**src/rtl/fei4_rx_arbiter_pkg.sv**
```systemverilog
// Shared widths, state encoding and tag helper
// for the fei4_rx channel arbiter.
package fei4_rx_arbiter_pkg;

  localparam int TAG_W  = 3;
  localparam int PAD_W  = 5;
  localparam int DAT_W  = 24;
  localparam int WORD_W = PAD_W + TAG_W + DAT_W;

  typedef enum logic {
    IDLE,
    GRANT
  } state_t;

  function automatic logic [WORD_W-1:0] tag_word(
    input logic [TAG_W-1:0] ch,
    input logic [DAT_W-1:0] d
  );
    return {{PAD_W{1'b0}}, ch, d};
  endfunction

endpackage

```
**src/rtl/fei4_rx_out_buf.sv**
```systemverilog
// Two-entry first-word-fall-through buffer
// between the arbiter and the downstream reader.
module fei4_rx_out_buf #(
  parameter int W = 32
) (
  input  logic         clk,
  input  logic         rst_n,
  input  logic         wr,
  input  logic [W-1:0] wr_data,
  output logic         full,
  input  logic         rd,
  output logic [W-1:0] rd_data,
  output logic         empty
);

  logic [W-1:0] mem [2];
  logic         wp;
  logic         rp;
  logic [1:0]   cnt;
  logic         wr_ok;
  logic         rd_ok;

  assign full    = (cnt == 2'd2);
  assign empty   = (cnt == 2'd0);
  assign wr_ok   = wr & ~full;
  assign rd_ok   = rd & ~empty;
  assign rd_data = mem[rp];

  always_ff @(posedge clk or negedge rst_n) begin
    if (!rst_n) begin
      mem[0] <= '0;
      mem[1] <= '0;
      wp     <= 1'b0;
      rp     <= 1'b0;
      cnt    <= 2'd0;
    end else begin
      if (wr_ok) begin
        mem[wp] <= wr_data;
        wp      <= ~wp;
      end
      if (rd_ok) begin
        rp <= ~rp;
      end
      unique case ({wr_ok, rd_ok})
        2'b10:   cnt <= cnt + 2'd1;
        2'b01:   cnt <= cnt - 2'd1;
        default: cnt <= cnt;
      endcase
    end
  end

endmodule

```
**src/rtl/fei4_rx_arbiter.sv**
```systemverilog
// Round-robin burst arbiter merging NCH fei4_rx
// FIFOs into one channel-tagged FWFT stream.
module fei4_rx_arbiter
  import fei4_rx_arbiter_pkg::*;
#(
  parameter int NCH   = 4,
  parameter int BURST = 16
) (
  input  logic              BUS_CLK,
  input  logic              BUS_RST_N,
  input  logic [NCH-1:0]    CH_EN,
  input  logic [NCH-1:0]    CH_FIFO_EMPTY,
  input  logic [32*NCH-1:0] CH_FIFO_DATA,
  output logic [NCH-1:0]    CH_FIFO_READ,
  input  logic              OUT_READ,
  output logic              OUT_EMPTY,
  output logic [31:0]       OUT_DATA,
  output logic [31:0]       WORD_CNT
);

  localparam int IW = (NCH > 1) ? $clog2(NCH) : 1;

  state_t            state;
  state_t            state_n;
  logic [IW-1:0]     ptr;
  logic [IW-1:0]     ptr_n;
  logic [IW-1:0]     gnt;
  logic [IW-1:0]     gnt_n;
  logic [IW-1:0]     gnt_nxt;
  logic [7:0]        bcnt;
  logic [7:0]        bcnt_n;
  logic              hit;
  logic [IW-1:0]     hit_ch;
  logic              g_en;
  logic              g_emp;
  logic [DAT_W-1:0]  g_data;
  logic              rd_one;
  logic              buf_wr;
  logic              buf_full;
  logic [WORD_W-1:0] buf_wdata;
  logic [31:0]       word_cnt_q;
  logic              unused_hi;

  // upper byte of each upstream word is dropped by the tag format
  assign unused_hi = ^CH_FIFO_DATA;

  assign g_en      = CH_EN[gnt];
  assign g_emp     = CH_FIFO_EMPTY[gnt];
  assign g_data    = CH_FIFO_DATA[{gnt, 5'd0} +: DAT_W];
  assign buf_wdata = tag_word(TAG_W'(gnt), g_data);
  assign gnt_nxt   = (gnt == IW'(NCH - 1)) ? '0 : gnt + IW'(1);

  // lowest offset from ptr wins, so scan offsets downward
  always_comb begin
    int            s;
    logic [IW-1:0] idx;
    hit    = 1'b0;
    hit_ch = ptr;
    s      = 0;
    idx    = '0;
    for (int k = NCH - 1; k >= 0; k--) begin
      s = int'(ptr) + k;
      if (s >= NCH) s = s - NCH;
      idx = IW'(s);
      if (CH_EN[idx] && !CH_FIFO_EMPTY[idx]) begin
        hit    = 1'b1;
        hit_ch = idx;
      end
    end
  end

  always_ff @(posedge BUS_CLK or negedge BUS_RST_N) begin
    if (!BUS_RST_N) begin
      state <= IDLE;
      ptr   <= '0;
      gnt   <= '0;
      bcnt  <= '0;
    end else begin
      state <= state_n;
      ptr   <= ptr_n;
      gnt   <= gnt_n;
      bcnt  <= bcnt_n;
    end
  end

  always_comb begin
    state_n = state;
    ptr_n   = ptr;
    gnt_n   = gnt;
    bcnt_n  = bcnt;
    rd_one  = 1'b0;
    buf_wr  = 1'b0;
    unique case (state)
      IDLE: begin
        if (hit) begin
          gnt_n   = hit_ch;
          bcnt_n  = '0;
          state_n = GRANT;
        end
      end
      GRANT: begin
        if (!g_en || g_emp) begin
          state_n = IDLE;
          ptr_n   = gnt_nxt;
        end else if (!buf_full) begin
          rd_one = 1'b1;
          buf_wr = 1'b1;
          bcnt_n = bcnt + 8'd1;
          if (bcnt_n == 8'(BURST)) begin
            state_n = IDLE;
            ptr_n   = gnt_nxt;
          end
        end
      end
      default: state_n = IDLE;
    endcase
  end

  always_comb begin
    CH_FIFO_READ      = '0;
    CH_FIFO_READ[gnt] = rd_one;
  end

  fei4_rx_out_buf #(
    .W(WORD_W)
  ) u_out_buf (
    .clk     (BUS_CLK),
    .rst_n   (BUS_RST_N),
    .wr      (buf_wr),
    .wr_data (buf_wdata),
    .full    (buf_full),
    .rd      (OUT_READ),
    .rd_data (OUT_DATA),
    .empty   (OUT_EMPTY)
  );

  always_ff @(posedge BUS_CLK or negedge BUS_RST_N) begin
    if (!BUS_RST_N) begin
      word_cnt_q <= '0;
    end else if (OUT_READ && !OUT_EMPTY) begin
      word_cnt_q <= word_cnt_q + 32'd1;
    end
  end

  assign WORD_CNT = word_cnt_q;

endmodule

```
**config.mk**
```make
export PLATFORM = sky130hd
export DESIGN_NAME = fei4_rx_arbiter
export DESIGN_NICKNAME = d
export VERILOG_FILES = /design/src/rtl/fei4_rx_arbiter_pkg.sv /design/src/rtl/fei4_rx_out_buf.sv /design/src/rtl/fei4_rx_arbiter.sv
export SDC_FILE = /design/constraint.sdc
export NUM_CORES = 1
export LEC_CHECK = 0
export ABC_AREA = 1
export BUFFER_PORTS_ARGS = -buffer_cell sky130_fd_sc_hd__buf_2
export CORE_MARGIN = 2
export CORE_UTILIZATION = 26
export CTS_CLUSTER_DIAMETER = 30
export DETAILED_ROUTE_END_ITERATION = 10
export GPL_ROUTABILITY_DRIVEN = 1
export MAX_ROUTING_LAYER = met4
export PLACE_DENSITY_LB_ADDON = 0.2
export REMOVE_ABC_BUFFERS = 1
export SYNTH_ARGS = -nofsm -noshare
export SYNTH_HDL_FRONTEND = slang
export SYNTH_HIERARCHICAL = 1
export SYNTH_SLANG_ARGS = --single-unit
export TNS_END_PERCENT = 1
```
**constraint.sdc**
```tcl
create_clock -name BUS_CLK -period 2.38 [get_ports BUS_CLK]
set_input_delay 0.714 -clock BUS_CLK [delete_from_list [all_inputs] [get_ports BUS_CLK]]
set_output_delay 0.714 -clock BUS_CLK [all_outputs]
set_load 0.02 [all_outputs]
```
# --- Yosys cells after proc, flatten, opt, wreduce, memory -nomap -nowiden ---
# Cells that the tools add are included.
word_totals:
  register_bits: 113
  input_bits: 139
  out_inout_bits: 69
  word_cells: 132
classes:
  add_sub_neg: 12
  order_cmp: 13
  eq_ne: 9
  n_shift: 1
  mux: 57
  bitwise: 10
  n_reduce_logical: 20
ops:
  columns: ["op", "n"]
  rows:
  - ["$mux W32", 4]
  - ["$shiftx A128 B8 Y24", 1]
  - ["$bwmux W64", 1]
  - ["$add A32 B1 Y32 const B", 1]
  - ["$demux W32 S1", 1]
  - ["$mux W2", 12]
  - ["$mux W8", 3]
  - ["$mux W1", 22]
  - ["$bmux W1 S2", 10]
  - ["$pmux W8 S2", 1]
  - ["$lt A2 B3 Y1 const B", 5]
  - ["$sub A2 B1 Y2 const B", 5]
  - ["$ge A3 B3 Y1 const B", 3]
  - ["$add A8 B1 Y8 const B", 1]
  - ["$eq A8 B5 Y1 const B", 1]
  - ["$logic_and A1 B1 Y1", 7]
  - ["$add A2 B2 Y3 const B", 2]
  - ["$eq A2 B2 Y1 const B", 3]
  - ["$logic_not A1 Y1", 6]
  - ["$ne A2 B2 Y1 const B", 3]
  - ["$reduce_and A3 Y1", 2]
  - ["$not A1 Y1", 5]
  - ["$add A2 B1 Y2 const B", 2]
  - ["$and A4 B4 Y4", 1]
  - ["other kinds (16)", 20]

# --- Longest topological paths before layout ---
# Gate-level depths: netlist of the first run.
depth:
  ltp_word: 13
  depth_mapped: 15
  ltp_nobuf: 14

# --- Cells and area by module ---
# The synthesis of the first run kept the hierarchy.
by_module_without_submodules:
  columns: ["module", "instances", "cells_per_inst", "area_each_um2", "seq_area_each_um2"]
  rows:
  - ["fei4_rx_arbiter", 1, 486, 3363.2, 1126.1]
  - ["fei4_rx_out_buf", 1, 418, 3295.7, 1701.6]

# --- Least setup slack after synthesis of the first run ---
# Ideal clock, no wire load.
synth_path:
  kind: "input port to output port"
  start: "input CH_FIFO_EMPTY[2]"
  end: "output CH_FIFO_READ[0]"
  arrival_ps: 1741
  setup_slack_ps: -75
  cell_stages: 9
  path_buffers: 0
  cell_sequence: "inv_1 nand2_1 nand2_1 nand2_1 o21ai_2 nand2_1 nor2_4 inv_2 nor2_1"
synth_between:
  elab_chain_cells: 6
synth_lines:
  columns: ["element", "line_no", "text"]
  rows:
  - ["start, declared", "fei4_rx_arbiter.sv:12", "input logic [NCH-1:0] CH_FIFO_EMPTY,"]
  - ["$bmux W1 S2", "fei4_rx_arbiter.sv:48", "assign g_emp = CH_FIFO_EMPTY[gnt];"]
  - ["$mux W1 (not written as such)", "fei4_rx_arbiter.sv:48", null]
  - ["$logic_or A1 B1 Y1", "fei4_rx_arbiter.sv:102", "if (!g_en || g_emp) begin"]
  - ["$mux W1 (2 in a row)", null, null]
  - ["named net buf_wr", "fei4_rx_arbiter.sv:38", "logic buf_wr;"]
  - ["$and A4 B4 Y4 (no line)", null, null]
  - ["end, declared", "fei4_rx_arbiter.sv:14", "output logic [NCH-1:0] CH_FIFO_READ,"]
# The timed path passes the listed nets, and every way through them passes these cells. The select of a mux whose other input is x is not followed.

# --- Final worst setup path of the first run ---
layout_path:
  start: "register gnt[0]"
  end: "output CH_FIFO_READ[2]"
layout_between:
  elab_chain_cells: 7
  word_cells_on_any_way: 14
  classes_between: "order compare (2); mux (8); bitwise (1); reduce/logical (3)"
layout_lines:
  columns: ["element", "line_no", "text"]
  rows:
  - ["start, declared", "fei4_rx_arbiter.sv:27", "logic [IW-1:0] gnt;"]
  - ["start signal, assigned", "fei4_rx_arbiter.sv:81", "gnt <= gnt_n;"]
  - ["$bmux W1 S2", "fei4_rx_arbiter.sv:47", "assign g_en = CH_EN[gnt];"]
  - ["$mux W1 (not written as such)", "fei4_rx_arbiter.sv:47", null]
  - ["$logic_not A1 Y1", "fei4_rx_arbiter.sv:102", null]
  - ["$logic_or A1 B1 Y1 (*)", "fei4_rx_arbiter.sv:102", null]
  - ["$mux W1 (*) (2 in a row)", null, null]
  - ["named net buf_wr", "fei4_rx_arbiter.sv:38", null]
  - ["$and A4 B4 Y4 (no line) (*)", null, null]
# Mark *: on every way through the listed nets, which the timed path passes. The rest lies on a longest branch. The select of a mux whose other input is x is not followed.

==> results of run 1 <==
## per-layer routing
metal | share of wire, % | wire (µm) | track usage (%) | vias up
met2 | 47 | 9400 | 25.7 | 136
li1 | - | - | - | 3321
met4 | 1.0 | 198 | 4.11 | 0
met5 | 0 | 0 | - | -
met3 | 4.2 | 830 | 2.93 | 15
met1 | 48 | 9450 | 20.7 | 2971
## cell type report
cell class	count	area [µm²]	share of cell area [%]
multi-input combinational	697	3420	39.5
sequential	113	2830	32.7
timing repair buffer	208	1210	13.9
clock buffer	17	425	4.92
tap	330	413	4.77
inverter	55	214	2.47
clock inverter	15	140	1.62
## synthesized netlist by cell type, drive strengths merged (8+ instances only)
cell	n	share of area (%)
nand2	354	21
dfrtp	113	42
nor2	90	6.1
nand4	77	7.3
o21ai	56	4.3
inv	55	3.1
buf	33	3.2
nand3	27	2.2
o22ai	25	2.3
xor2	19	2.5
clkbuf	17	0.96
xnor2	14	1.8
nor3	8	0.85
## worst max path at each step
stage	slack [ps]	startpoint	endpoint
4_1_cts	-120	gnt[0]	CH_FIFO_READ[0]
3_3_place_gp	-80	CH_FIFO_EMPTY[2]	CH_FIFO_READ[3]
3_5_place_dp	-100	CH_FIFO_EMPTY[2]	CH_FIFO_READ[3]
6_report	-60	gnt[0]	CH_FIFO_READ[2]
5_1_grt	-170	gnt[0]	CH_FIFO_READ[2]
2_1_floorplan	-1720	gnt[0]	CH_FIFO_READ[0]
## report_power, final
group          switching (µW)  internal, µW
sequential                460          2570
clock                    1060          1380
combinational            3680          1720
## registers in the layout (all words and copies together) (netlist names)
name,cells
state,1
u_out_buf/cnt,2
u_out_buf/rp,1
bcnt,8
ptr,2
WORD_CNT,32
u_out_buf/wp,1
gnt,2
u_out_buf/mem,64
## what timing repair did
item                                    in CTS  in global routing
endpoints found under the setup margin       4                  4
resized for setup                           11                  7
hold buffers                                 0                  0
buffers inserted                             2                  0
pin swaps                                    1                  2
## per-stage QoR
stage          total power (µW)  hold WS [ps]  TNS (ps)
4_1_cts                   11000           193      -446
3_5_place_dp               8470           458      -308
6_report                  10900           194      -213
3_3_place_gp               8410           453      -294
2_1_floorplan              6340           418   -110580
5_1_grt                   11800           206      -652
## cells by family after synthesis
kind of cell    Yosys count  share of synthesized area [%]
buf+inv                 105                           7.31
compound gates           85                           6.95
fa+ha+maj                 7                           1.32
other cells               1                         0.0563
simple gates            560                           37.6
xor+xnor                 33                           4.34
flops                   113                           42.5
## worst max-delay path: stages, from the launching register on
cell and delay [ps]:
dfrtp_2 460, inv_4 110, a21oi_2 50, o21ai_4 170, nand2_2 80, nor2_4 130, inv_4 70, nor2_1 90
buf_4 140
==> metrics.md, run 1 <==
| Metric | Value |
|---|---|
| Clock Skew | `12.9 ps` |
| Synth unique cells | `36` |
| Max Cap Violations | `0` |
| CTS tree | `done` |
| R2R depth | `12` |
| PortBufs | `175` |
| Vias per inst | `4.49` |
| Final core utilization | `34.3%` |
| Num Clock Sinks | `113` |
| Share of post-route cells with drive strength above 1 | `25.6%` |
| Via count | `6443` |
| Syn Area/Cell | `7.37 µm²` |
| Initial Util | `26.4%` |
| CTS clk-pin slew, worst paths | `60 ps` |
| DP Worst Slack | `-98.6 ps` |
| Arrival time worst endpoint | `1720 ps` |
| Area delta synth->final | `29.9%` |
| DRT iter0 DRCs | `281` |
| Chip Width | `164 µm` |
| All-layer global routing usage | `16.0%` |
| Vias in the first global route | `6261` |
| IO Pins | `208` |
| Mapped Area | `0.00666 mm²` |
| Sequential area share after synthesis | `42.5%` |
| Critical path class | `reg2out` |
| First-pass GRT wire length | `32700 µm` |
| Fin cells | `1435` |
| Ys Warns | `6` |
| Final setup fails | `4` |
| Asr flop ratio synth | `100%` |
| Synth Flop Type | `dfrtp_1` |
| Final instance area | `0.00865 mm²` |
| Cell Pwr Density | `1260 mW/mm²` |
| H-Tree Depth | `4` |
| Status | `finished, violations left` |
| Vert. Die Dim | `164 µm` |
| Dpl cells | `1401` |
| Critical Path RT | `1670 ps` |
| Period minus WS final | `2440 ps` |
| Mapped Cells | `904` |
| HPWL Detailed | `14000 µm` |
| Count of unresolved DRC violations after routing | `0` |
| Clock latency on the worst-skew pair | `420 ps` |
| CP max FO | `6` |
| Clock Tree Buf Depth | `2` |
| Area post-placement | `0.00801 mm²` |
| Unrepaired setup endpoints after global routing | `yes` |
| Failing checks | `negative setup slack` |
| Fmax | `410 MHz` |
| Nets | `1238` |
| Crit path launch type | `flip-flop` |
| Worst setup EP type | `primary output` |
| Most common cell after layout, fill and taps aside | `nand2_1` |
| Fill count | `2747` |
| Final GP Congestion | `0.767` |
| WL/cell | `13.9 µm` |
| R2R Setup Slk | `420 ps` |
| N_diodes | `0` |
| Core Region | `0.0252 mm²` |
| CTS root buf | `clkbuf_16` |
| R2R Path End | `u_out_buf/cnt[1]` |
| Slew Viols, Final | `0` |
| Drt pass-1 iters | `4` |
| Commonest non-fill, non-tap cells in the layout | `nand2_1, buf_2, dfrtp_1` |
| Initial antenna violation count | `0` |
| Synth Register Bits | `113` |
| # rows | `58` |
| Antenna Nets Post-Route | `0` |
| Total Routed Length | `19900 µm` |
| Critical R2R Launch | `gnt[0]` |
| Leakage power | `0.00464 µW` |
| Largest net degree at the start of global routing | `53` |
| Full die area | `0.0269 mm²` |
| Post-layout worst setup margin | `-58.4 ps` |
| Hold Crit Class | `in2async` |
| Number of synthesized flops with an enable pin | `0` |
| Hold Vio Cnt, Final | `0` |
| Tcrit/Tclk final | `102%` |
| GR Overflow Total | `0` |
| Peak supply drop | `0.569 mV` |
| Clock buffer count from CTS | `17` |
No activity file was read; power rests on OpenSTA's default activity.
==> run 2: changes to the inputs <==
MAX_ROUTING_LAYER = default   (was met4)
PLACE_DENSITY_LB_ADDON = default   (was 0.2)
==> run 2 against run 1 <==
  * Clock power is 8% higher
  * Clock skew is 2.5 ps lower
  * Highest routed layer unchanged
  * Global-route usage is 0.90 points lower
  * Setup slack worse by 17 ps
  * Largest cell class unchanged
  * The flow still finishes with violations (negative setup slack)
==> metrics.md, run 2 (synthesis results as in run 1) <==
| Metric | Value |
|---|---|
| Status | `finished, violations left` |
| Failing checks | `negative setup slack` |
| CP delay by family, top | `simple AND/OR/NAND/NOR gates` |
| GR Overflow Total | `0 (unchanged)` |
| Tcrit/Tclk final | `103% (+0.71 points)` |
| First-pass GRT wire length | `31800 µm (-2.8%)` |
| All-layer global routing usage | `15.1% (-0.90 points)` |
| Drt pass-1 iters | `4 (unchanged)` |
| Peak supply drop | `0.562 mV (-1.2%)` |
| Area delta synth->final | `31.0%` |
| Largest net degree at the start of global routing | `67 (+26%)` |
| DP Worst Slack | `-80.0 ps (+18.5 ps)` |
| R2R Setup Slk | `290 ps (-130 ps)` |
| Met1 wire length | `9140 µm (-3.3%)` |
| Via count | `6519 (+1.2%)` |
| Slowest CP cell | `dfrtp_2` |
| Critical-path cell list | `clkinv_4, nand2_4, nand2_4, o21ai_4, nand2_2, nor2_4, inv_4, nor2_2, buf_6` |
| Nets | `1242 (+0.32%)` |
| CTS tree | `done` |
| Top Metal Used | `met4` |
| Routed wl met2 | `9360 µm (-0.46%)` |
| Leakage power | `0.00468 µW (+0.99%)` |
| WL/cell | `13.8 µm (-0.42%)` |
| Routed length on met3 | `1210 µm (+46%)` |
| Total power | `11200 µW (+2.5%)` |
| # rows | `58 (unchanged)` |
| Fin cells | `1439 (+0.28%)` |
| Vias per inst | `4.53 (+0.90%)` |
| Commonest non-fill, non-tap cells in the layout | `nand2_1, buf_2, dfrtp_1` |
| CTS clk-pin slew, worst paths | `60 ps (about the same)` |
| Cell Pwr Density | `1280 mW/mm² (+1.6%)` |
| Vert. Die Dim | `164 µm (unchanged)` |
| Crit-path max cell delay | `430 ps (-30 ps)` |
| Fmax | `407 MHz (-0.68%)` |
| Max Cap Violations | `0 (unchanged)` |
| Clock latency on the worst-skew pair | `420 ps (about the same)` |
| Antenna Nets Post-Route | `0 (unchanged)` |
| Initial Util | `26.4% (unchanged)` |
| Count of unresolved DRC violations after routing | `0 (unchanged)` |
| Most common cell after layout, fill and taps aside | `nand2_1` |
| Final GP Congestion | `0.848 (+11%)` |
| Final setup fails | `4 (unchanged)` |
| Hold Crit Class | `in2async` |
| Clock buffer count from CTS | `17 (unchanged)` |
| Worst slew pin tran | `674 ps` |
| Worst path buffer plus inverter count | `3 (unchanged)` |
| CP max FO | `7 (+1)` |
| Total Routed Length | `19900 µm (-0.15%)` |
| Dpl cells | `1402 (+0.071%)` |
| R2R Path End | `u_out_buf/cnt[1]` |
| PortBufs | `175 (unchanged)` |
| Crit path launch type | `flip-flop` |
| Initial antenna violation count | `0 (unchanged)` |
| Critical path class | `reg2out` |
| Max reg flops | `64 (unchanged)` |
| Critical R2R Launch | `gnt[0]` |
| Critical Path RT | `1670 ps (about the same)` |
| Final setup TNS | `-232 ps (-18.7 ps)` |
| Slew Viols, Final | `0 (unchanged)` |
| IO Pins | `208 (unchanged)` |
| Unrepaired setup endpoints after global routing | `yes` |
| Hold Vio Cnt, Final | `0 (unchanged)` |
| Chip Width | `164 µm (unchanged)` |
| Worst setup EP type | `primary output` |
| Period minus WS final | `2460 ps (+16.8 ps)` |
| N_diodes | `0 (unchanged)` |
| Share of post-route cells with drive strength above 1 | `26.1% (+0.54 points)` |
| Clock Skew | `10.5 ps (-2.49 ps)` |
| HPWL Detailed | `14000 µm (+0.29%)` |
| Num Clock Sinks | `113 (unchanged)` |
| CTS root buf | `clkbuf_16` |
| Relative slew slack | `55.1%` |
| H-Tree Depth | `4 (unchanged)` |
| Full die area | `0.0269 mm² (unchanged)` |
| Arrival time worst endpoint | `1740 ps (+20 ps)` |
| Post-layout worst setup margin | `-75.3 ps (-16.8 ps)` |
| Core Region | `0.0252 mm² (unchanged)` |
| Largest register by flop count | `u_out_buf/mem` |
| Clock Tree Buf Depth | `2 (unchanged)` |
| Vias in the first global route | `6249 (-0.19%)` |
| Cell mode on critical path | `nand2_4` |
| R2R depth | `14 (+2)` |
| DRT iter0 DRCs | `429 (+53%)` |
-- run 2: changes by cell type in the layout (fill, tap and decap cells not counted), sizes merged --
cell      delta
buf          +4
bufinv       +3
clkinv       +4
clkinvlp     -1
inv          -6
-- run 2: how the worst max path moves through the flow --
stage	depth (start not counted)	slack, ps	to	start
3_3_place_gp	11	-40	CH_FIFO_READ[0]	CH_FIFO_EMPTY[2]
6_report	9	-80	CH_FIFO_READ[1]	gnt[0]
3_5_place_dp	11	-80	CH_FIFO_READ[0]	CH_FIFO_EMPTY[2]
5_1_grt	9	-160	CH_FIFO_READ[1]	gnt[0]
2_1_floorplan	8	-1720	CH_FIFO_READ[0]	gnt[0]
4_1_cts	9	-80	CH_FIFO_READ[0]	gnt[0]
-- run 2: report_power, final --
group | switching, µW | leakage (µW) | internal [µW]
registers | 480 | 0.00144 | 2570
logic | 3730 | 0.00294 | 1740
clock network | 972 | 0.000294 | 1650
total | 5180 | 0.00468 | 5970
-- run 2: worst reg2reg max path, stage by stage, from the launching register on --
cell,delay [ps]
dfrtp_2,430
clkinv_4,110
nand2_4,80
nand2_4,50
o21ai_4,140
nand2_2,80
nor2_4,140
buf_4,120
buf_4,160
nand2_1,100
ha_1,320
inv_1,90
nand3_1,80
nand2_1,60
nand2_1,50
-- run 2: area by class of cell --
cell class                      instances  area (µm²)
Sequential cell                       113        2830
Fill cell                            2665       16500
Inverter                               55         216
Clock buffer                           17         425
Timing Repair Buffer                  212        1220
Multi-Input combinational cell        697        3440
Tap cell                              330         413
Clock inverter                         15         181
-- run 2: through the flow --
stage | hold WS [ps] | util (%) | area, µm²
after floorplan | 418 | - | 6420
after global placement | 451 | 31.7 | 7990
after detailed placement | 458 | 31.7 | 7990
after CTS | 250 | 34.3 | 8640
after global routing | 256 | 34.7 | 8730
final | 243 | 34.7 | 8730
-- run 2: what timing repair did --
action,in CTS,in global routing
setup endpoints to repair,4,4
pin swaps,1,4
buffers inserted,2,4
hold buffers,0,0
cloned,0,0
resized for setup,9,19
endpoints found under the hold margin,0,0
-- run 2: layer usage --
layer | global-route usage, % | vias up
li1 | - | 3324
met1 | 19.3 | 2996
met2 | 25.4 | 185
met3 | 3.89 | 14
met4 | 3.47 | 0
met5 | 0 | -
